[config.mk]
export PLATFORM = sky130hd
export DESIGN_NAME = fetch_queue
export DESIGN_NICKNAME = d
export VERILOG_FILES = /design/src/rtl/fetch_pkg.sv /design/src/rtl/fq_fifo.sv /design/src/rtl/fetch_queue.sv
export SDC_FILE = /design/constraint.sdc
export NUM_CORES = 1
export LEC_CHECK = 0
export ABC_AREA = 0
export CAP_MARGIN = 15
export CORE_ASPECT_RATIO = 1.5
export CORE_MARGIN = 5
export CORE_UTILIZATION = 50
export DETAILED_ROUTE_END_ITERATION = 7
export PLACE_DENSITY = 0.74
export SYNTH_ARGS = -nofsm -noshare
export SYNTH_HDL_FRONTEND = slang
export SYNTH_HIERARCHICAL = 1
export SYNTH_SLANG_ARGS = --single-unit
[constraint.sdc]
create_clock -name clk -period 12.16 [get_ports clk]
set_input_delay 2.432 -clock clk [delete_from_list [all_inputs] [get_ports clk]]
set_output_delay 2.432 -clock clk [all_outputs]
set_load 0.01 [all_outputs]
[src/rtl/fetch_pkg.sv]
// Shared types and constants for the instruction fetch queue: queue entry layout,
// fetch FSM states and the sequential pc step.
package fetch_pkg;

    localparam int unsigned FQ_WIDTH = 32;
    localparam logic [FQ_WIDTH-1:0] FQ_PC_STEP = 32'd4;

    typedef struct packed {
        logic [FQ_WIDTH-1:0] ins;
        logic [FQ_WIDTH-1:0] pc;
        logic [FQ_WIDTH-1:0] pc_plus4;
    } fq_entry_t;

    typedef enum logic [1:0] {
        IDLE = 2'd0,
        REQ  = 2'd1,
        DROP = 2'd2
    } fq_state_e;

    function automatic logic [FQ_WIDTH-1:0] fq_next_pc(input logic [FQ_WIDTH-1:0] pc);
        return pc + FQ_PC_STEP;
    endfunction

endpackage

[src/rtl/fq_fifo.sv]
// DEPTH-entry FIFO of fetched instructions with push/pop/flush; the head is read
// combinationally from storage and reads as zero while the FIFO is empty.
module fq_fifo
    import fetch_pkg::*;
#(
    parameter int unsigned DEPTH = 4,
    localparam int unsigned PW   = $clog2(DEPTH),
    localparam int unsigned CW   = $clog2(DEPTH) + 1
) (
    input  logic          clk,
    input  logic          rst,
    input  logic          i_push,
    input  fq_entry_t     i_data,
    input  logic          i_pop,
    input  logic          i_flush,
    output fq_entry_t     o_head,
    output logic          o_full,
    output logic          o_empty,
    output logic [CW-1:0] o_count
);

    fq_entry_t     r_mem [DEPTH];
    logic [PW-1:0] r_wr_ptr;
    logic [PW-1:0] r_rd_ptr;
    logic [CW-1:0] r_count;
    logic          w_do_push;
    logic          w_do_pop;

    assign o_count = r_count;
    assign o_empty = (r_count == '0);
    assign o_full  = (r_count == CW'(DEPTH));

    // A flush suppresses both sides; a push into a full FIFO is legal only alongside a pop.
    always_comb begin
        w_do_push = 1'b0;
        w_do_pop  = 1'b0;
        if (i_flush) begin
            w_do_push = 1'b0;
            w_do_pop  = 1'b0;
        end else begin
            w_do_pop  = i_pop && !o_empty;
            w_do_push = i_push && (!o_full || w_do_pop);
        end
    end

    // Pointer and occupancy bookkeeping.
    always_ff @(posedge clk) begin
        if (!rst) begin
            r_wr_ptr <= '0;
            r_rd_ptr <= '0;
            r_count  <= '0;
        end else if (i_flush) begin
            r_rd_ptr <= r_wr_ptr;
            r_count  <= '0;
        end else begin
            if (w_do_push) begin
                r_wr_ptr <= r_wr_ptr + PW'(1);
            end
            if (w_do_pop) begin
                r_rd_ptr <= r_rd_ptr + PW'(1);
            end
            case ({w_do_push, w_do_pop})
                2'b10:   r_count <= r_count + CW'(1);
                2'b01:   r_count <= r_count - CW'(1);
                default: r_count <= r_count;
            endcase
        end
    end

    // Entry storage write port.
    always_ff @(posedge clk) begin
        if (w_do_push) begin
            r_mem[r_wr_ptr] <= i_data;
        end
    end

    // Head read port, forced to zero when nothing is buffered.
    always_comb begin
        o_head = '0;
        if (o_empty) begin
            o_head = '0;
        end else begin
            o_head = r_mem[r_rd_ptr];
        end
    end

endmodule

[src/rtl/fetch_queue.sv]
// Instruction prefetch queue: sequential req/ack fetches into fq_fifo, redirect flush
// with stale-response drop. Optional perf counters under `FETCH_QUEUE_PERF_EN.
module fetch_queue
    import fetch_pkg::*;
#(
    parameter int unsigned      WIDTH    = FQ_WIDTH,
    parameter int unsigned      DEPTH    = 4,
    parameter logic [WIDTH-1:0] RESET_PC = 32'h0,
    localparam int unsigned     CW       = $clog2(DEPTH) + 1
) (
    input  logic             clk,
    input  logic             rst,
    input  logic             redirect_i,
    input  logic [WIDTH-1:0] redirect_pc_i,
    output logic             imem_req_o,
    output logic [WIDTH-1:0] imem_addr_o,
    input  logic             imem_ack_i,
    input  logic [WIDTH-1:0] imem_rdata_i,
    output logic             dec_valid_o,
    input  logic             dec_ready_i,
    output logic [WIDTH-1:0] dec_ins_o,
    output logic [WIDTH-1:0] dec_pc_o,
    output logic [WIDTH-1:0] dec_pc_plus4_o
`ifdef FETCH_QUEUE_PERF_EN
    ,
    output logic [31:0]      perf_flush_o,
    output logic [31:0]      perf_stall_o
`endif
);

    fq_state_e        r_state;
    fq_state_e        w_state_nxt;
    logic [WIDTH-1:0] r_fetch_pc;
    logic [WIDTH-1:0] w_fetch_pc_nxt;
    logic [WIDTH-1:0] r_drop_addr;
    logic [WIDTH-1:0] w_drop_addr_nxt;
    logic             w_push;
    logic             w_pop;
    logic             w_flush;
    fq_entry_t        w_entry;
    fq_entry_t        w_head;
    logic             w_full;
    logic             w_empty;
    logic [CW-1:0]    w_count;
    logic [CW-1:0]    w_count_after;

    assign w_pop         = dec_ready_i && !w_empty;
    assign w_count_after = w_count + CW'(1) - CW'(w_pop);
    assign w_entry       = '{ins: imem_rdata_i, pc: r_fetch_pc, pc_plus4: fq_next_pc(r_fetch_pc)};

    fq_fifo #(.DEPTH(DEPTH)) u_fifo (
        .clk     (clk),
        .rst     (rst),
        .i_push  (w_push),
        .i_data  (w_entry),
        .i_pop   (w_pop),
        .i_flush (w_flush),
        .o_head  (w_head),
        .o_full  (w_full),
        .o_empty (w_empty),
        .o_count (w_count)
    );

    // Fetch FSM state and address registers.
    always_ff @(posedge clk) begin
        if (!rst) begin
            r_state     <= IDLE;
            r_fetch_pc  <= RESET_PC;
            r_drop_addr <= RESET_PC;
        end else begin
            r_state     <= w_state_nxt;
            r_fetch_pc  <= w_fetch_pc_nxt;
            r_drop_addr <= w_drop_addr_nxt;
        end
    end

    // Next-state logic; DROP keeps the abandoned address on the bus until memory acks it.
    always_comb begin
        w_state_nxt     = r_state;
        w_fetch_pc_nxt  = r_fetch_pc;
        w_drop_addr_nxt = r_drop_addr;
        w_push          = 1'b0;
        w_flush         = 1'b0;
        case (r_state)
            IDLE: begin
                if (redirect_i) begin
                    w_flush        = 1'b1;
                    w_fetch_pc_nxt = redirect_pc_i;
                    w_state_nxt    = REQ;
                end else if (w_count < CW'(DEPTH)) begin
                    w_state_nxt = REQ;
                end else begin
                    w_state_nxt = IDLE;
                end
            end
            REQ: begin
                if (redirect_i) begin
                    w_flush        = 1'b1;
                    w_fetch_pc_nxt = redirect_pc_i;
                    if (imem_ack_i) begin
                        w_state_nxt = REQ;
                    end else begin
                        w_state_nxt     = DROP;
                        w_drop_addr_nxt = r_fetch_pc;
                    end
                end else if (imem_ack_i) begin
                    w_push         = 1'b1;
                    w_fetch_pc_nxt = fq_next_pc(r_fetch_pc);
                    w_state_nxt    = (w_count_after < CW'(DEPTH)) ? REQ : IDLE;
                end else begin
                    w_state_nxt = REQ;
                end
            end
            DROP: begin
                if (redirect_i) begin
                    w_flush        = 1'b1;
                    w_fetch_pc_nxt = redirect_pc_i;
                    w_state_nxt    = imem_ack_i ? REQ : DROP;
                end else if (imem_ack_i) begin
                    w_state_nxt = REQ;
                end else begin
                    w_state_nxt = DROP;
                end
            end
            default: begin
                w_state_nxt = IDLE;
            end
        endcase
    end

    assign imem_req_o     = (r_state != IDLE);
    assign imem_addr_o    = (r_state == DROP) ? r_drop_addr : r_fetch_pc;
    assign dec_valid_o    = !w_empty;
    assign dec_ins_o      = w_head.ins;
    assign dec_pc_o       = w_head.pc;
    assign dec_pc_plus4_o = w_head.pc_plus4;

`ifdef FETCH_QUEUE_PERF_EN
    logic [31:0] r_perf_flush;
    logic [31:0] r_perf_stall;

    // Saturating redirect and decode-starvation counters.
    always_ff @(posedge clk) begin
        if (!rst) begin
            r_perf_flush <= 32'd0;
            r_perf_stall <= 32'd0;
        end else begin
            if (redirect_i && (r_perf_flush != 32'hFFFF_FFFF)) begin
                r_perf_flush <= r_perf_flush + 32'd1;
            end
            if (dec_ready_i && !dec_valid_o && (r_perf_stall != 32'hFFFF_FFFF)) begin
                r_perf_stall <= r_perf_stall + 32'd1;
            end
        end
    end

    assign perf_flush_o = r_perf_flush;
    assign perf_stall_o = r_perf_stall;
`endif

endmodule

==> impl_metrics.json <==
{
  "port_buffers": 198,
  "cts_sinks": 459,
  "syn_avg_cell_area_um2": 16.1,
  "cts_setup_buffers": 0,
  "critPathMaxFanout": 56,
  "grt_pass1_wl_um": 62600,
  "syn_nets": 1250,
  "synth_cell_types": 64,
  "hpwl_um": 25900,
  "die_w_um": 169,
  "setup_tns_ps": 0,
  "power.leakage_nw": 7.15,
  "antenna_found_initial": 0,
  "synthSimpleGateAreaFrac_pct": 9.00,
  "gp_congestion": 0.846,
  "holdCritPathClass": "register to register",
  "ys_warn_count": 6,
  "final_common_cell": "edfxtp_1",
  "r2r-end": "u_fifo/r_mem[2][72]",
  "via_per_inst": 5.70,
  "fin_crit_ps": 6010,
  "internal_power_w": 0.00252,
  "pwr-share-seq_pct": 55.4,
  "grt_max_degree": 101,
  "wirelength_um": 40300,
  "drc_errors": 0,
  "pwr-share-comb_pct": 6.0,
  "grt_pass1_vias": 10600,
  "slew-limit-headroom_pct": 25.5,
  "start_kind": "input pin",
  "setup_viol": 0,
  "drt_iter0_drc": 907,
  "nNetsFinal": 1418,
  "fin_util_pct": 60.0,
  "status": "completed",
  "crit_required_ps": 12320,
  "start_util_pct": 50.4,
  "cap_violations": 0,
  "routedWlPerCell_um": 21.6,
  "p_clk_share_pct": 38.6,
  "yosys.area_share.xor_xnor_pct": 1.48,
  "finalHoldViolations": 0,
  "rr_startpoint": "r_state[0]",
  "fillCellCount": 2755,
  "grtUsageTotal_pct": 19.3,
  "p_per_area_nw_per_um2": 141,
  "synthToLayoutAreaGrowth_pct": 19.0,
  "crit_path_cell_trace": "clkdlybuf4s50_1 > nand2_1 > inv_1 > nand2b_1 > a21oi_1 > and2_4 > buf_4",
  "path_buf_inv": 3,
  "design.die.area_um2": 41900,
  "p_sw_w": 0.000662,
  "r2r_cells": 7,
  "std_cell_rows": 87,
  "ant_nets": 0,
  "crit_path_end_kind": "register",
  "die_y_um": 248,
  "root_buffer": "clkbuf_16",
  "via_count": 10600,
  "synth_fa_ha_area_share_pct": 0.502,
  "finClkSkew_ps": 9.74,
  "slew_viol_final": 0,
  "rsz0062_at_grt": "false",
  "synth_edf_count": 384,
  "peakVddDrop_mv": 0.102,
  "ys_async_sr_fraction_pct": 0,
  "finalPower_w": 0.00318,
  "cp.arrival_ps": 6170,
  "endpoint": "u_fifo/r_mem[2][72]",
  "drt_first_pass_iters": 5,
  "numCtsBuffers": 41,
  "slowest_delay_ps": 760,
  "synth_area_um2": 18900,
  "cp_slowest_cell": "buf_4",
  "cp.depth": 7,
  "worst_pin_slew_ps": 1120,
  "clk_path_buf_depth": 3,
  "path_clk_slew_ps": 60,
  "overflow": 0,
  "hold_buffers": 0,
  "synth_compound_area_share_pct": 4.15,
  "cp-startpoint": "redirect_i",
  "final_cell_mix": "edfxtp_1, clkdlybuf4s50_1, nand2_1",
  "coreArea_um2": 37600,
  "yosysSeqAreaShare_pct": 68.9,
  "reg2reg_setup_slack_ps": 8000,
  "clock_latency_ps": 540,
  "ios": 199,
  "cts_htree_levels": 2,
  "ys_ff_latch": 459,
  "drive_above_1_share_pct": 15.9,
  "synth_mux_area_share_pct": 13.5,
  "synth-main-ff-cell": "edfxtp_1",
  "fmax_ghz": 0.166,
  "syn_inst": 1174,
  "critPathTopFamily": "buffers and inverters",
  "ctsResizeCount": 0,
  "num_antenna_cells": 0,
  "crit_type": "input pin to register",
  "tritoncts": "built",
  "switching_share_pct": 20.8,
  "post-route-period-util_pct": 49.4,
  "synth_top_family_by_area": "multiplexers"
}
==> area by class of cell <==
class                   instances  area, um^2  share of cell area (%)
inverters                      16        60.1                   0.267
clock inverters                24         176                   0.784
well taps                     489         612                    2.72
multi-input cells             612        5430                    24.1
clock buffers                  52        1110                    4.93
repair buffers                212        2090                    9.27
flip-flops and latches        459       13000                    57.9
==> per-stage QoR <==
step	worst slack [ps]	cell area [um^2]	hold WS (ps)	cells
finish	6150	22500	452	1864
global route	5940	22500	472	1864
CTS	6180	22500	455	1864
detailed placement	5620	21200	447	1788
global placement	5710	21200	439	1788
floorplan	5950	18900	434	1174
==> routing by layer <==
layer,global-route usage (%),vias to the layer above,wire (um)
met3,3.52,80,2730
met4,6.54,0,1240
met2,31.5,408,20000
met1,26.5,5339,16400
met5,0,-,0
li1,-,4807,-
==> power groups by stage <==
stage	Sequential, W	Combinational (W)	Clock, W
CTS	0.00176	0.000195	0.00126
detailed placement	0.00180	0.000194	0
global route	0.00176	0.000208	0.00133
floorplan	0.00177	0.000132	0
finish	0.00176	0.000192	0.00123
global placement	0.00179	0.000191	0
==> worst min-delay path, delay by kind of cell, from the launching register on <==
| kind | cells | cell delay (ps) |
|---|---|---|
| DFF | 1 | 310 |
| and+or+nand+nor | 1 | 50 |
| AOI/OAI and AO/OA | 1 | 50 |
==> kinds of logic (layout without fill, tap and decap cells) <==
| logic type | Yosys count | after routing |
|---|---|---|
| xor+xnor | 32 | 32 |
| simple gates | 322 | 322 |
| mux | 131 | 131 |
| compound gates | 120 | 120 |
| fa+ha+maj | 7 | 7 |
| buf+inv | 103 | 304 |
| flops | 459 | 459 |
==> sequential cells by signal, indices dropped and copies added (netlist names), named ones only <==
name / flops
r_drop_addr: 32
u_fifo/r_rd_ptr: 2
u_fifo/r_mem: 384
u_fifo/r_wr_ptr: 2
r_state: 2
r_fetch_pc: 32
u_fifo/o_count: 3
==> cell usage after synthesis, types with 3 or more instances <==
master,instances,area (um^2)
a211oi_1,4,30.0
a21oi_1,50,250
a221o_1,5,50.1
a22o_1,3,26.3
a22oi_1,4,30.0
a311oi_1,5,43.8
a31oi_1,6,37.5
a32oi_1,5,43.8
and2_1,5,31.3
and2b_1,7,52.6
and3_1,5,31.3
buf_2,25,125
buf_6,7,78.8
clkbuf_1,53,199
dfxtp_1,75,1500
edfxtp_1,384,11500
ha_1,6,75.1
inv_1,16,60.1
mux2_2,32,360
mux2i_1,3,30.0
mux4_2,96,2160
nand2_1,113,424
nand2b_1,4,25.0
nand3_1,13,65.1
nand3_2,3,30.0
nand4_1,11,68.8
nor2_1,40,150
nor2b_1,92,576
nor3_1,6,30.0
o21a_1,3,22.5
o21ai_0,13,65.1
o22ai_1,3,18.8
o31a_1,3,26.3
o31ai_1,3,22.5
or3_1,4,25.0
or4_1,4,30.0
xnor2_1,20,175
xor2_1,12,105
==> worst min-delay path by stage <==
stage | endpoint | slack [ps] | from | depth (start not counted)
2_1_floorplan | r_drop_addr[0] | 430 | r_drop_addr[0] | 2
3_3_place_gp | r_drop_addr[8] | 440 | r_drop_addr[8] | 2
3_5_place_dp | r_drop_addr[16] | 450 | r_drop_addr[16] | 2
4_1_cts | r_drop_addr[16] | 460 | r_drop_addr[16] | 2
5_1_grt | r_drop_addr[19] | 470 | r_drop_addr[19] | 2
6_report | r_drop_addr[23] | 450 | r_drop_addr[23] | 2
Note: power is estimated with default switching activity, not from simulation.
